==> src/rtl/fixed_latency_issuer.sv <==
// Initiator for fixed-latency operators: issues operand pairs with a one-cycle tstart pulse
// and collects each result LATENCY cycles later into an in-order, credit-protected buffer.
module fixed_latency_issuer #(
    parameter int unsigned WIDTH   = 32,
    parameter int unsigned LATENCY = 2,
    parameter int unsigned DEPTH   = 4
) (
    input  logic             clk,
    input  logic             rst_n,
    input  logic             in_valid,
    output logic             in_ready,
    input  logic [WIDTH-1:0] in_a,
    input  logic [WIDTH-1:0] in_b,
    output logic [WIDTH-1:0] unit_in1,
    output logic [WIDTH-1:0] unit_in2,
    output logic             unit_tstart,
    input  logic [WIDTH-1:0] unit_out,
    output logic             out_valid,
    input  logic             out_ready,
    output logic [WIDTH-1:0] out_data,
    output logic             busy
);

    localparam int unsigned CW = $clog2(DEPTH + LATENCY + 1);
    localparam int unsigned PW = (DEPTH > 1) ? $clog2(DEPTH) : 1;

    logic [LATENCY-1:0] track_q, track_d;
    logic [WIDTH-1:0]   mem_q [DEPTH];
    logic [PW-1:0]      wr_ptr_q, wr_ptr_d;
    logic [PW-1:0]      rd_ptr_q, rd_ptr_d;
    logic [CW-1:0]      count_q, count_d;
    logic [CW-1:0]      inflight;
    logic [CW-1:0]      used;
    logic               fire;
    logic               capture;
    logic               pop;

    function automatic logic [PW-1:0] wrap_inc(input logic [PW-1:0] p);
        return (p == PW'(DEPTH - 1)) ? '0 : p + PW'(1);
    endfunction

    always_comb begin
        inflight = '0;
        for (int unsigned i = 0; i < LATENCY; i++) begin
            inflight = inflight + CW'(track_q[i]);
        end
    end

    // Credits come from registered state only, so a pop frees a slot one cycle later.
    assign used        = count_q + inflight;
    assign in_ready    = rst_n & (used < CW'(DEPTH));
    assign fire        = in_valid & in_ready;

    assign unit_tstart = fire;
    assign unit_in1    = in_a;
    assign unit_in2    = in_b;

    assign capture     = track_q[LATENCY-1];
    assign out_valid   = (count_q != '0);
    assign pop         = out_valid & out_ready;
    assign out_data    = out_valid ? mem_q[rd_ptr_q] : '0;
    assign busy        = (track_q != '0) | out_valid;

    always_comb begin
        track_d  = (track_q << 1) | LATENCY'(fire);
        wr_ptr_d = capture ? wrap_inc(wr_ptr_q) : wr_ptr_q;
        rd_ptr_d = pop ? wrap_inc(rd_ptr_q) : rd_ptr_q;
        count_d  = count_q + CW'(capture) - CW'(pop);
    end

    always_ff @(posedge clk or negedge rst_n) begin
        if (!rst_n) begin
            track_q  <= '0;
            wr_ptr_q <= '0;
            rd_ptr_q <= '0;
            count_q  <= '0;
        end else begin
            track_q  <= track_d;
            wr_ptr_q <= wr_ptr_d;
            rd_ptr_q <= rd_ptr_d;
            count_q  <= count_d;
        end
    end

    // Storage needs no reset: out_data is masked while the buffer is empty.
    always_ff @(posedge clk) begin
        if (capture) begin
            mem_q[wr_ptr_q] <= unit_out;
        end
    end

    a_no_overflow: assert property (@(posedge clk) disable iff (!rst_n)
        !(capture && (count_q == CW'(DEPTH))));

endmodule

==> config.mk <==
export PLATFORM = sky130hd
export DESIGN_NAME = fixed_latency_issuer
export DESIGN_NICKNAME = d
export VERILOG_FILES = /design/src/rtl/fixed_latency_issuer.sv
export SDC_FILE = /design/constraint.sdc
export NUM_CORES = 1
export LEC_CHECK = 0
export ABC_AREA = 1
export CAP_MARGIN = 20
export CORE_MARGIN = 8
export CORE_UTILIZATION = 45
export CTS_BUF_LIST = sky130_fd_sc_hd__clkbuf_8 sky130_fd_sc_hd__clkbuf_16
export CTS_CLUSTER_SIZE = 30
export DETAILED_ROUTE_END_ITERATION = 10
export PLACE_DENSITY = 0.86
export SYNTH_ARGS = -nofsm -noshare
export SYNTH_HDL_FRONTEND = slang
export SYNTH_SLANG_ARGS = --single-unit
==> constraint.sdc <==
create_clock -name clk -period 5.5 [get_ports clk]
set_clock_uncertainty 0.2 [all_clocks]
set_input_delay 1.1 -clock clk [delete_from_list [all_inputs] [get_ports clk]]
set_output_delay 1.1 -clock clk [all_outputs]
set_load 0.01 [all_outputs]
==> results.yml <==
finish:
  drive_above_1_share_pct: 7.53
  layout.nets: 654
  finalInstanceArea_um2: 7100
  final_core_util_pct: 53.8
  area_growth_pct: 17.2
place:
  hpwl_um: 9410
  placed_area_um2: 6410
  gp_congestion: 0.687
  io_buffers: 71
critical_path:
  critPathKind: "input pin to primary output"
  start_kind: "input pin"
  required_ns: 4.20
  crit_start: "rst_n"
  worst-path-max-fanout: 10
  r2r-start: "count_q[1]"
  regToRegEndpoint: "count_q[1]"
  r2r_slack_ns: 2.29
  cp-endpoint: "unit_tstart"
  cp-end-kind: "primary output"
  r2r_cells: 9
  cp.arrival_ns: 2.75
yosys:
  synth_cell_types: 19
  syn_nets: 645
  synth-seq-cells: 137
  synth-seq-area-share_pct: 67.2
  syn-cell-area_um2: 6060
  avgSynthCellArea_um2: 11.3
  ys_warn_count: 0
  synthCells: 536
clock_network:
  clk_pin_slew_ns: 0.06
  h-tree-depth: 4
  cts_hold_buf: 0
  clock_path_buffers: 2
  cts_root_buf: "clkbuf_16"
  cts_buffers: 17
  cts_setup_buffers: 0
  clock-sinks: 137
  cts_resized: 0
  cts_tree: "done"
  insertion_delay_ns: 0.40
route:
  via_per_inst: 5.00
  routed-via-count: 3673
  wire_per_inst_um: 19.4
  ant_nets: 0
  wirelength_um: 14300
  drc: 0
  dr.pass1.iters: 5
  drt-initial-drc-count: 206
global_route:
  grt_max_degree: 67
  first_global_vias: 3789
  use_met1_pct: 15.4
  met3_usage_pct: 6.63
  overflow: 0
  grt_busiest_layer: "met2"
  grt.total_usage_pct: 16.3
  use_met2_pct: 29.7
  antenna_found_initial: 1
  grt_pass1_wl_um: 21600
power:
  irDropWorstVdd_mv: 0.407
  power.leakage_uw: 0.00268
  powerDensity_nw_per_um2: 549
  fin_total_pwr_uw: 3900
die:
  fp.dieW_um: 132
  core_area_um2: 13200
  die-area_um2: 17400
  num_rows: 42
  num_io_pins: 200
  start_util_pct: 45.9
  die_h_um: 132
run:
  drv_cap: 0
sta:
  worst_pin_slew_ns: 0.905
  post-route-period-util_pct: 73.6
  max_slew_margin_pct: 39.5
  period_needed_ns: 4.05
  drv_slew: 0
  setup_violations: 0
  rsz0062_at_grt: "no"
  hold_viol: 0
  max_freq_mhz: 247
  setup_tns_ns: 0
run_status:
  status: "completed"
worst_hold_path:
  hp-class: "flip-flop to flip-flop"
[worst max-delay path, stage by stage]
cell and delay [ns]:
clkdlybuf4s50_1 0.74, nand3_1 0.18, nor2_1 0.16, clkdlybuf4s50_1 0.56
[Yosys cell counts (all sizes together)]
cell type  count  share of area, %
edfxtp       128                63
buf           85                10
nand2        141               8.7
fa             1              0.33
inv           18               1.1
xnor2          2              0.29
ha             8               1.7
clkbuf         4              0.27
o21ai         36               3.0
nand3          2              0.17
nor2          69               4.3
a21oi         32               2.6
dfrtp          9               3.7
nor3           1              0.27
[where the power goes]
group / internal (uW) / total [uW] / switching (uW)
clock: 807 / 1230 / 423
combinational: 600 / 1370 / 767
sequential: 1250 / 1300 / 52.0
total: 2660 / 3900 / 1240
[flip-flops by register name (all words and copies together) (netlist names)]
name      cells
wr_ptr_q      2
track_q       2
count_q       3
rd_ptr_q      2
mem_q       128
[worst min-delay path by stage]
| stage | endpoint | start | cells after the start | slack [ns] |
|---|---|---|---|---|
| global placement | track_q[1] | track_q[0] | 0 | 0.19 |
| global route | track_q[1] | track_q[0] | 0 | 0.24 |
| detailed placement | track_q[1] | track_q[0] | 0 | 0.21 |
| finish | track_q[1] | track_q[0] | 0 | 0.22 |
| floorplan | track_q[1] | track_q[0] | 0 | 0.18 |
| CTS | track_q[1] | track_q[0] | 0 | 0.23 |
[stage by stage]
step,setup WS [ns],std cells,hold slack [ns]
floorplan,2.83,536,0.181
global placement,1.50,700,0.191
detailed placement,1.41,700,0.209
CTS,1.40,732,0.225
global route,1.34,735,0.243
finish,1.45,735,0.222
[logic make-up after synthesis]
family | count (synthesis) | share of synthesized area (%)
adder cells (fa/ha/maj) | 9 | 1.98
AND/OR/NAND/NOR | 213 | 13.5
flip-flops | 137 | 67.2
buffers and inverters | 107 | 11.5
XOR/XNOR | 2 | 0.289
AO/OA/AOI/OAI | 68 | 5.62
[layer usage]
metal	up-vias	wire length (um)	share of wire [%]
met2	141	7950	56
met3	46	1150	8.1
met1	1740	4770	33
li1	1746	-	-
met4	0	419	2.9
met5	-	0	0
[cell type report]
cell class / count / area, um^2
Tap cell: 176 / 220
Clock inverter: 15 / 224
Antenna cell: 1 / 2.50
Fill cell: 1095 / 6090
Timing Repair Buffer: 79 / 796
Clock buffer: 17 / 425
Inverter: 18 / 67.6
Sequential cell: 137 / 4070
Multi-Input combinational cell: 292 / 1290
[layout by cell type (no fill, tap or decap), types with 3 or more instances in the layout]
cell type	count
ha_1	8
o21ai_1	6
inv_1	17
a21oi_1	32
nand2_1	141
clkbuf_16	17
inv_6	3
clkinvlp_4	3
nor2_1	69
dfrtp_1	8
o21ai_0	30
buf_4	6
bufinv_16	5
edfxtp_1	128
clkdlybuf4s50_1	71
No activity file was read; power rests on OpenSTA's default activity.
